===== src/rtl/spi_master_ctrl_if.sv =====
// Handshake and SPI-side signal bundle for the SPI master sequencing controller.
// The master modport is the controller's view; slave is the requester/datapath side.
interface spi_master_ctrl_if #(
  parameter int DATA_W = 8
) ();
  logic              start;
  logic              abort;
  logic              miso;
  logic              ready;
  logic              busy;
  logic              done;
  logic [DATA_W-1:0] rx_data;
  logic              sclk;
  logic              cs_n;
  logic              sh_load;
  logic              sh_en;

  modport master (
    input  start, abort, miso,
    output ready, busy, done, rx_data, sclk, cs_n, sh_load, sh_en
  );

  modport slave (
    output start, abort, miso,
    input  ready, busy, done, rx_data, sclk, cs_n, sh_load, sh_en
  );
endinterface


===== src/rtl/spi_master_ctrl.sv =====
// SPI master sequencing controller (mode 0). Generates sclk/cs_n, strobes the TX
// shift datapath (load once, then one shift per bit except the last) and gathers
// MISO bits MSB-first into rx_data. Every output is a register decoded from the
// next state, so outputs line up with the state they describe.
module spi_master_ctrl #(
  parameter int CLK_DIV = 4,
  parameter int DATA_W  = 8,
  parameter int CS_IDLE = 2
) (
  input  logic clk,
  input  logic rst,
  spi_master_ctrl_if.master bus
);

  // A zero-length gap would collide with the done cycle, so at least one
  // half-period of cs_n-high time is always kept.
  localparam int GAP_HALVES = (CS_IDLE > 1) ? CS_IDLE : 1;
  localparam int HW = (CLK_DIV > 1) ? $clog2(CLK_DIV) : 1;
  localparam int BW = $clog2(DATA_W);
  localparam int GW = (GAP_HALVES > 1) ? $clog2(GAP_HALVES) : 1;
  localparam logic [HW-1:0] HALF_LAST = HW'(CLK_DIV - 1);
  localparam logic [BW-1:0] BIT_LAST  = BW'(DATA_W - 1);
  localparam logic [GW-1:0] GAP_LAST  = GW'(GAP_HALVES - 1);

  typedef enum logic [2:0] {IDLE, LOAD, SETUP, HIGH, LOW, GAP} state_t;

  state_t            state, state_nxt;
  logic [HW-1:0]     half_cnt, half_cnt_nxt;
  logic [BW-1:0]     bit_cnt, bit_cnt_nxt;
  logic [GW-1:0]     gap_cnt, gap_cnt_nxt;
  logic [DATA_W-1:0] rx_shift;
  logic              half_end;
  logic              capture;
  logic              finish;
  logic              shift_pulse;

  // Next-state logic; LOAD counts as the first cycle of the sclk-low setup period.
  always_comb begin
    state_nxt    = state;
    half_cnt_nxt = half_cnt;
    bit_cnt_nxt  = bit_cnt;
    gap_cnt_nxt  = gap_cnt;
    capture      = 1'b0;
    finish       = 1'b0;
    shift_pulse  = 1'b0;
    half_end     = (half_cnt == HALF_LAST);

    if (bus.abort && (state inside {LOAD, SETUP, HIGH, LOW})) begin
      state_nxt    = GAP;
      half_cnt_nxt = '0;
      gap_cnt_nxt  = '0;
    end else begin
      case (state)
        IDLE: begin
          if (bus.start && !bus.abort) begin
            state_nxt    = LOAD;
            half_cnt_nxt = '0;
            bit_cnt_nxt  = '0;
          end
        end
        LOAD, SETUP: begin
          if (half_end) begin
            state_nxt    = HIGH;
            half_cnt_nxt = '0;
            capture      = 1'b1;
          end else begin
            state_nxt    = SETUP;
            half_cnt_nxt = half_cnt + 1'b1;
          end
        end
        HIGH: begin
          if (half_end) begin
            state_nxt    = LOW;
            half_cnt_nxt = '0;
            shift_pulse  = (bit_cnt != BIT_LAST);
          end else begin
            half_cnt_nxt = half_cnt + 1'b1;
          end
        end
        LOW: begin
          if (half_end) begin
            half_cnt_nxt = '0;
            if (bit_cnt == BIT_LAST) begin
              state_nxt   = GAP;
              gap_cnt_nxt = '0;
              finish      = 1'b1;
            end else begin
              state_nxt   = HIGH;
              bit_cnt_nxt = bit_cnt + 1'b1;
              capture     = 1'b1;
            end
          end else begin
            half_cnt_nxt = half_cnt + 1'b1;
          end
        end
        GAP: begin
          if (half_end) begin
            half_cnt_nxt = '0;
            if (gap_cnt == GAP_LAST) begin
              state_nxt = IDLE;
            end else begin
              gap_cnt_nxt = gap_cnt + 1'b1;
            end
          end else begin
            half_cnt_nxt = half_cnt + 1'b1;
          end
        end
        default: state_nxt = IDLE;
      endcase
    end
  end

  // State, counters, receive shifter and registered outputs.
  always_ff @(posedge clk) begin
    if (rst) begin
      state       <= IDLE;
      half_cnt    <= '0;
      bit_cnt     <= '0;
      gap_cnt     <= '0;
      rx_shift    <= '0;
      bus.rx_data <= '0;
      bus.ready   <= 1'b1;
      bus.busy    <= 1'b0;
      bus.done    <= 1'b0;
      bus.sclk    <= 1'b0;
      bus.cs_n    <= 1'b1;
      bus.sh_load <= 1'b0;
      bus.sh_en   <= 1'b0;
    end else begin
      state    <= state_nxt;
      half_cnt <= half_cnt_nxt;
      bit_cnt  <= bit_cnt_nxt;
      gap_cnt  <= gap_cnt_nxt;
      if (capture) begin
        rx_shift <= {rx_shift[DATA_W-2:0], bus.miso};
      end
      if (finish) begin
        bus.rx_data <= rx_shift;
      end
      bus.ready   <= (state_nxt == IDLE);
      bus.busy    <= (state_nxt != IDLE);
      bus.done    <= finish;
      bus.sclk    <= (state_nxt == HIGH);
      bus.cs_n    <= !(state_nxt inside {LOAD, SETUP, HIGH, LOW});
      bus.sh_load <= (state_nxt == LOAD);
      bus.sh_en   <= shift_pulse;
    end
  end

endmodule


===== src/flat_wrapper.sv =====
// flat-port wrapper written by rule: the top's interface ports become plain ports
module spi_master_ctrl_flat 
#(
  parameter int CLK_DIV = 4,
  parameter int DATA_W  = 8,
  parameter int CS_IDLE = 2
)
  (clk, rst, bus_start, bus_abort, bus_miso, bus_ready, bus_busy, bus_done, bus_rx_data, bus_sclk, bus_cs_n, bus_sh_load, bus_sh_en);
  spi_master_ctrl_if #(.DATA_W(DATA_W)) bus_i ();
  input  logic clk;
  input  logic rst;
  input wire logic [$bits(bus_i.start)-1:0] bus_start;
  input wire logic [$bits(bus_i.abort)-1:0] bus_abort;
  input wire logic [$bits(bus_i.miso)-1:0] bus_miso;
  output wire logic [$bits(bus_i.ready)-1:0] bus_ready;
  output wire logic [$bits(bus_i.busy)-1:0] bus_busy;
  output wire logic [$bits(bus_i.done)-1:0] bus_done;
  output wire logic [$bits(bus_i.rx_data)-1:0] bus_rx_data;
  output wire logic [$bits(bus_i.sclk)-1:0] bus_sclk;
  output wire logic [$bits(bus_i.cs_n)-1:0] bus_cs_n;
  output wire logic [$bits(bus_i.sh_load)-1:0] bus_sh_load;
  output wire logic [$bits(bus_i.sh_en)-1:0] bus_sh_en;
  assign bus_i.start = bus_start;
  assign bus_i.abort = bus_abort;
  assign bus_i.miso = bus_miso;
  assign bus_ready = bus_i.ready;
  assign bus_busy = bus_i.busy;
  assign bus_done = bus_i.done;
  assign bus_rx_data = bus_i.rx_data;
  assign bus_sclk = bus_i.sclk;
  assign bus_cs_n = bus_i.cs_n;
  assign bus_sh_load = bus_i.sh_load;
  assign bus_sh_en = bus_i.sh_en;
  spi_master_ctrl #(.CLK_DIV(CLK_DIV), .DATA_W(DATA_W), .CS_IDLE(CS_IDLE)) u_core (.clk(clk), .rst(rst), .bus(bus_i));
endmodule

===== config.mk =====
export PLATFORM = sky130hd
export DESIGN_NAME = spi_master_ctrl_flat
export DESIGN_NICKNAME = d
export VERILOG_FILES = /design/src/rtl/spi_master_ctrl_if.sv /design/src/rtl/spi_master_ctrl.sv /design/src/flat_wrapper.sv
export SDC_FILE = /design/constraint.sdc
export NUM_CORES = 1
export LEC_CHECK = 0
export CAP_MARGIN = 20
export CORE_UTILIZATION = 30
export DETAILED_ROUTE_END_ITERATION = 12
export SLEW_MARGIN = 20
export SYNTH_ARGS = -nofsm -noshare
export SYNTH_HDL_FRONTEND = slang
export SYNTH_SLANG_ARGS = --single-unit

===== constraint.sdc =====
create_clock -name clk -period 1.9 [get_ports clk]
set_input_delay 0.38 -clock clk [delete_from_list [all_inputs] [get_ports clk]]
set_output_delay 0.38 -clock clk [all_outputs]
set_load 0.03 [all_outputs]

==> metrics.yaml, run 1 <==
status:
  status: "finished clean"
place:
  placed_area_sq_um: 1960
  portBuffers: 19
  dp.final_hpwl_um: 2230
  finalWeightedCongestion: 0.772
  dpl.cell_count: 258
cts:
  clock_sinks: 32
  clkTransAtPathRegs_ps: 70
  root_buffer: "clkbuf_8"
  cts_max_level: 2
  tritoncts: "built"
  clkLatencyLatePin_ps: 290
  cts_buffer_depth: 2
  cts_buffers: 5
worst_setup_path:
  cp-end-kind: "flip-flop"
  worstPathRequired_ps: 2080
  r2r_end: "u_core.bus.cs_n$_SDFF_PP1_"
  regToRegSetupSlack_ps: 50
  cp_max_fo: 4
  timing.rr.start: "u_core.half_cnt[0]$_SDFFE_PP0P_"
  reg2regPathDepth: 5
  endpoint: "u_core.bus.cs_n$_SDFF_PP1_"
  worst_setup_path_start_kind: "flip-flop"
  crit_type: "flip-flop to flip-flop"
  arrival_ps: 2030
  cp-startpoint: "u_core.half_cnt[0]$_SDFFE_PP0P_"
floorplanning:
  die_w_um: 72.9
  initial_core_util_pct: 31.5
  dieHeight_um: 72.9
  io_pins: 20
  die_area_sq_um: 5310
  rows: 25
  coreArea_sq_um: 4790
timing:
  tightest_slew_ps: 398
  rsz0062_at_grt: "false"
  finClkSkew_ps: 3.55
  tns_ps: 0
  holdWs_ps: 479
  period_share_pct: 97.5
  finalSetupViolCount: 0
  finalMaxSlewViolations: 0
  final-hold-violation-count: 0
  relSlewSlack_pct: 73.1
  max_freq_mhz: 540
  final.min_clock_period_ps: 1850
power_and_ir_drop:
  vdd_drop_max_v: 0.000601
  leakage_nw: 0.816
  cellPowerDensity_nw_per_um2: 1270
final_layout:
  nNetsFinal: 210
  final_cells: 267
  num_antenna_cells: 0
  final_area_sq_um: 2120
  drive_gt1_share_pct: 29.0
  synthToLayoutAreaGrowth_pct: 40.8
hold_path:
  hold_path.startpoint: "u_core.rx_shift[7]$_SDFFE_PP0P_"
  hp-class: "flip-flop to flip-flop"
global_route:
  grt_use_met3_pct: 3.73
  grt_util_met1_pct: 15.0
  grtUsageMet2_pct: 22.1
  grt_pass1_wl_um: 5230
  grt-busiest-layer: "met2"
  globalRouteOverflowTotal: 0
  grt_pass1_vias: 1184
  antenna_found_initial: 0
  grt_usage_pct: 12.9
  grt_max_degree: 17
route:
  drt_wl_total_um: 3190
  drt_iter0_markers: 56
  avgRoutedWirePerCell_um: 12.0
  drc_errors: 0
  vias: 1252
  vias_per_cell: 4.69
  final_antenna_net_count: 0
  dr.pass1.iters: 5
synth:
  ys_seq_elements: 32
  syn-num-nets: 166
  synth_edf_count: 0
  synth_ff_type: "dfxtp_1"
  yosysWarnings: 0
  post_synth.cell_area_avg_sq_um: 9.73
  syn_area_sq_um: 1510
  ys_types: 43
  ys_seq_area_share_pct: 42.5
  async_flop_share_pct: 0
  netlist_instances: 155
run:
  cap_violations: 0
==> what timing repair did <==
item                       CTS  global route
buffers inserted             0             1
pin swaps                    0             2
resized for setup            3            13
gates cloned                 0             0
setup endpoints to repair    6             6
hold buffers                 0             0
==> cell usage after synthesis (2+ instances only) <==
cell type  instances  area, sq um
mux2i_1           18          180
o211ai_1           2         15.0
nand2b_1           2         12.5
o21ai_0            2         10.0
or3b_2             2         17.5
nand2_1           14         52.6
buf_2              4         20.0
nor2b_1            4         25.0
clkbuf_1           4         15.0
and3b_1            3         26.3
nor3_1             2         10.0
nor2_1            17         63.8
dfxtp_1           32          641
and3_1             2         12.5
nand3_1            2         10.0
o21a_1             2         15.0
ha_1               6         75.1
nor3b_1            4         30.0
a21oi_1            6         30.0
o21bai_1           2         15.0
a31oi_1            2         12.5
a22oi_1            2         15.0
==> critical path, stage by stage (launching register included) <==
cell	delay (ps)
dfxtp_1	350
ha_2	210
and3b_1	180
o21a_1	200
or4_4	530
mux2_2	280
==> worst min path at each step <==
stage	end	slack, ps	cells past startpoint
2_1_floorplan	u_core.rx_shift[7]$_SDFFE_PP0P_	440	2
3_3_place_gp	u_core.rx_shift[7]$_SDFFE_PP0P_	460	2
3_5_place_dp	u_core.rx_shift[7]$_SDFFE_PP0P_	460	2
4_1_cts	u_core.half_cnt[1]$_SDFFE_PP0P_	480	2
5_1_grt	u_core.rx_shift[7]$_SDFFE_PP0P_	500	2
6_report	u_core.rx_shift[7]$_SDFFE_PP0P_	480	2
==> final cells by class <==
type	instances	area (sq um)
clock inverter	3	42.5
clock buffer	5	68.8
inverter	2	7.51
fill	484	2660
timing repair buffer	46	418
multi-input combinational	112	855
tap	67	83.8
sequential	32	648
==> power breakdown <==
group	internal, mW	total, mW	leakage [nW]	switching (mW)
Combinational	0.626	1.21	0.500	0.584
Sequential	0.757	0.834	0.261	0.0767
Clock	0.388	0.657	0.0541	0.269
Total	1.77	2.70	0.816	0.929
==> metrics by stage <==
stage | util, % | power [mW] | setup slack [ps]
final | 44.4 | 2.70 | 46.6
after global routing | 44.4 | 2.84 | 4.19
after CTS | 43.3 | 2.66 | 3.78
after global placement | 40.9 | 1.96 | -175
after detailed placement | 40.9 | 1.97 | -212
after floorplan | - | 1.53 | 35.0
==> layer usage <==
metal	wire, um	vias to the layer above	share of wire [%]
met1	1520	586	48
met5	0	-	0
met4	43	0	1.3
met2	1510	19	47
li1	-	642	-
met3	116	5	3.6
==> cell families after synthesis <==
group           Yosys count  share of synthesized area [%]
compound gates           27                           13.4
buf+inv                  11                           3.57
mux                      19                           12.7
flops                    32                           42.5
fa+ha+maj                 6                           4.98
simple gates             60                           22.8
==> state kept, by name (all words and copies together) (netlist names) <==
signal              flops
u_core.bit_cnt          3
u_core.bus.busy         1
u_core.bus.cs_n         1
u_core.bus.done         1
u_core.bus.ready        1
u_core.bus.rx_data      8
u_core.bus.sclk         1
u_core.bus.sh_en        1
u_core.bus.sh_load      1
u_core.gap_cnt          1
u_core.half_cnt         2
u_core.rx_shift         8
u_core.state            3
==> cells in the final DEF, fill, tap and decap left out, drive strengths merged, types with 3 or more instances in the layout <==
cell type / synthesis / final
nor3b: 4 / 4
clkbuf: 4 / 5
and3b: 3 / 3
nor2b: 4 / 4
dfxtp: 32 / 32
a21oi: 6 / 6
ha: 6 / 6
nor2: 17 / 17
mux2i: 18 / 18
buf: 5 / 27
clkdlybuf4s50: 0 / 19
nand2: 14 / 14
No activity file was read; power rests on OpenSTA's default activity.
==> run 2, diff against run 1 <==
--- a/config.mk
+++ b/config.mk
@@ -8,6 +8,7 @@
 export CAP_MARGIN = 20
 export CORE_UTILIZATION = 30
 export DETAILED_ROUTE_END_ITERATION = 12
+export PLACE_DENSITY = 0.48
 export SLEW_MARGIN = 20
 export SYNTH_ARGS = -nofsm -noshare
 export SYNTH_HDL_FRONTEND = slang
==> metrics.yaml, run 2 (synthesis results as in run 1) <==
status:
  status: "finished clean"
global_route:
  grt_pass1_wl_um: 5770  # +10%
  grt_max_degree: 17  # unchanged
  grt_pass1_vias: 1269  # +7.2%
  antenna_found_initial: 0  # unchanged
  grt_usage_pct: 14.4  # +1.5 points
  globalRouteOverflowTotal: 0  # unchanged
timing:
  final-hold-violation-count: 0  # unchanged
  max_freq_mhz: 540  # about the same
  finalSetupViolCount: 0  # unchanged
  rsz0062_at_grt: "true"
  tns_ps: 0  # unchanged
  tightest_slew_ps: 419  # +20.9 ps
  layout_setup_ws_ps: 46.6  # -0.0613 ps
  finClkSkew_ps: 8.38  # +4.83 ps
  final.min_clock_period_ps: 1850  # +0.0613 ps
  period_share_pct: 97.5  # about the same
  finalMaxSlewViolations: 0  # unchanged
  relSlewSlack_pct: 71.8  # -1.3 points
floorplanning:
  coreArea_sq_um: 4790  # unchanged
  rows: 25  # unchanged
  die_w_um: 72.9  # unchanged
  io_pins: 20  # unchanged
  initial_core_util_pct: 31.5  # unchanged
  die_area_sq_um: 5310  # unchanged
  dieHeight_um: 72.9  # unchanged
place:
  dp_slack_ps: -180  # +32.1 ps
  finalWeightedCongestion: 0.886  # +15%
  dpl.cell_count: 257  # -0.39%
  dp.final_hpwl_um: 2510  # +12%
  portBuffers: 19  # unchanged
route:
  final_antenna_net_count: 0  # unchanged
  avgRoutedWirePerCell_um: 13.3  # +11%
  vias: 1289  # +3.0%
  vias_per_cell: 4.81  # +2.6%
  dr.pass1.iters: 4  # -1
  drc_errors: 0  # unchanged
  drt_wl_total_um: 3550  # +11%
  drt_iter0_markers: 33  # -41%
hold_path:
  hold_path.startpoint: "u_core.rx_shift[7]$_SDFFE_PP0P_"
  hold-path-endpoint: "u_core.rx_shift[7]$_SDFFE_PP0P_"
  hp-class: "flip-flop to flip-flop"
  whs_path_depth: 2  # unchanged
final_layout:
  final_cells: 268  # +0.37%
  final_cell_mix: "dfxtp_1 (30), buf_4 (27), clkdlybuf4s50_1 (19)"
  fillers: 462  # -4.5%
  num_antenna_cells: 0  # unchanged
  top_regs: "u_core.bus.rx_data x8, u_core.rx_shift x8"
  nNetsFinal: 211  # +0.48%
  synthToLayoutAreaGrowth_pct: 41.7
  final_common_cell: "dfxtp_1"
  drive_gt1_share_pct: 28.4  # -0.64 points
worst_setup_path:
  crit_type: "flip-flop to flip-flop"
  reg2regPathDepth: 6  # +1
  cp_cell_sequence: "ha_1 > ha_2 > and3b_1 > mux2i_2 > a21boi_4 > mux2_2"
  arrival_ps: 2030  # about the same
  path_buf_inv: 0  # unchanged
  r2r_end: "u_core.bus.cs_n$_SDFF_PP1_"
  cp_max_fo: 3  # -1
  cp_top_family: "multiplexers"
  cp-end-kind: "flip-flop"
  worst_setup_path_start_kind: "flip-flop"
  slowest_stage: "dfxtp_1"
  worstPathRequired_ps: 2080  # about the same
  regToRegSetupSlack_ps: 50  # about the same
  critPathMaxStageDelay_ps: 360  # -170 ps
  timing.rr.start: "u_core.bit_cnt[0]$_SDFFE_PP0P_"
cts:
  cts_buffer_depth: 2  # unchanged
  cts_max_level: 2  # unchanged
  cts_buffers: 5  # unchanged
  root_buffer: "clkbuf_8"
  clkTransAtPathRegs_ps: 70  # about the same
  clock_sinks: 32  # unchanged
  clkLatencyLatePin_ps: 290  # about the same
  tritoncts: "built"
power_and_ir_drop:
  switching_share_pct: 33.9  # -0.49 points
  p_int_mw: 1.92  # +8.6%
  power.switching_mw: 0.988  # +6.3%
  combPwrFrac_pct: 49.1  # +4.3 points
  leakage_nw: 0.833  # +2.1%
  vdd_drop_max_v: 0.000782  # +30%
  p_clk_share_pct: 22.5  # -1.8 points
  cellPowerDensity_nw_per_um2: 1360  # +7.2%
  p_total_mw: 2.91  # +7.8%
  p_seq_share_pct: 28.4  # -2.5 points
run:
  cap_violations: 0  # unchanged
## run 2: power groups by stage
stage / clock network (mW) / registers (mW) / logic, mW
floorplan: 0 / 0.878 / 0.655
global placement: 0 / 0.832 / 1.17
detailed placement: 0 / 0.835 / 1.19
CTS: 0.677 / 0.822 / 1.20
global route: 0.701 / 0.838 / 1.54
finish: 0.655 / 0.827 / 1.43
## run 2: layout make-up
cell class / count / area, sq um / share of cell area [%]
inverter: 2 / 7.51 / 0.351
multi-input combinational: 112 / 872 / 40.8
clock inverter: 3 / 42.5 / 1.99
timing repair buffer: 47 / 413 / 19.3
tap: 67 / 83.8 / 3.93
clock buffer: 5 / 68.8 / 3.22
sequential: 32 / 648 / 30.3
## run 2: metrics by stage
stage | hold WS (ps) | util [%] | area [sq um]
after CTS | 478 | 42.9 | 2050
after global placement | 457 | 40.4 | 1940
after floorplan | 438 | - | 1510
after global routing | 505 | 44.6 | 2140
after detailed placement | 470 | 40.4 | 1940
final | 474 | 44.6 | 2140
## run 2: per-layer routing
| metal | global-route usage, % | up-vias | share of wire [%] |
|---|---|---|---|
| met5 | 0 | - | 0 |
| met4 | 7.63 | 0 | 1.3 |
| met3 | 3.04 | 5 | 2.8 |
| met2 | 25.1 | 17 | 51 |
| met1 | 16.6 | 618 | 45 |
| li1 | - | 649 | - |
## run 2: tightest hold or removal path, delay by kind of cell, from the launching register on
family	cells	cell delay, ps
DFF	1	320
muxes	1	60
and+or+nand+nor	1	50
## run 2: what timing repair did
action,CTS,global route
pin swaps,0,1
setup endpoints to repair,3,10
hold buffers,0,0
resized for setup,2,12
buffers inserted,0,3
## run 2: worst max-delay path by stage
stage | from | end | slack [ps] | depth (start not counted)
6_report | u_core.bit_cnt[0]$_SDFFE_PP0P_ | u_core.bus.cs_n$_SDFF_PP1_ | 50 | 6
5_1_grt | u_core.bit_cnt[0]$_SDFFE_PP0P_ | u_core.bus.cs_n$_SDFF_PP1_ | -50 | 6
4_1_cts | u_core.bit_cnt[0]$_SDFFE_PP0P_ | u_core.bus.cs_n$_SDFF_PP1_ | 0.5 | 6
3_5_place_dp | bus_start | u_core.bus.cs_n$_SDFF_PP1_ | -180 | 5
3_3_place_gp | bus_start | u_core.bus.cs_n$_SDFF_PP1_ | -140 | 5
2_1_floorplan | u_core.half_cnt[0]$_SDFFE_PP0P_ | u_core.bus.cs_n$_SDFF_PP1_ | 30 | 6
==> run 3, diff against run 2 <==
--- a/config.mk
+++ b/config.mk
@@ -7,6 +7,7 @@
 export LEC_CHECK = 0
 export CAP_MARGIN = 20
 export CORE_UTILIZATION = 30
+export CTS_CLUSTER_DIAMETER = 100
 export DETAILED_ROUTE_END_ITERATION = 12
 export PLACE_DENSITY = 0.48
 export SLEW_MARGIN = 20
==> results of run 3 <==
The final DEF is identical to that of run 2; final timing and power are the same.
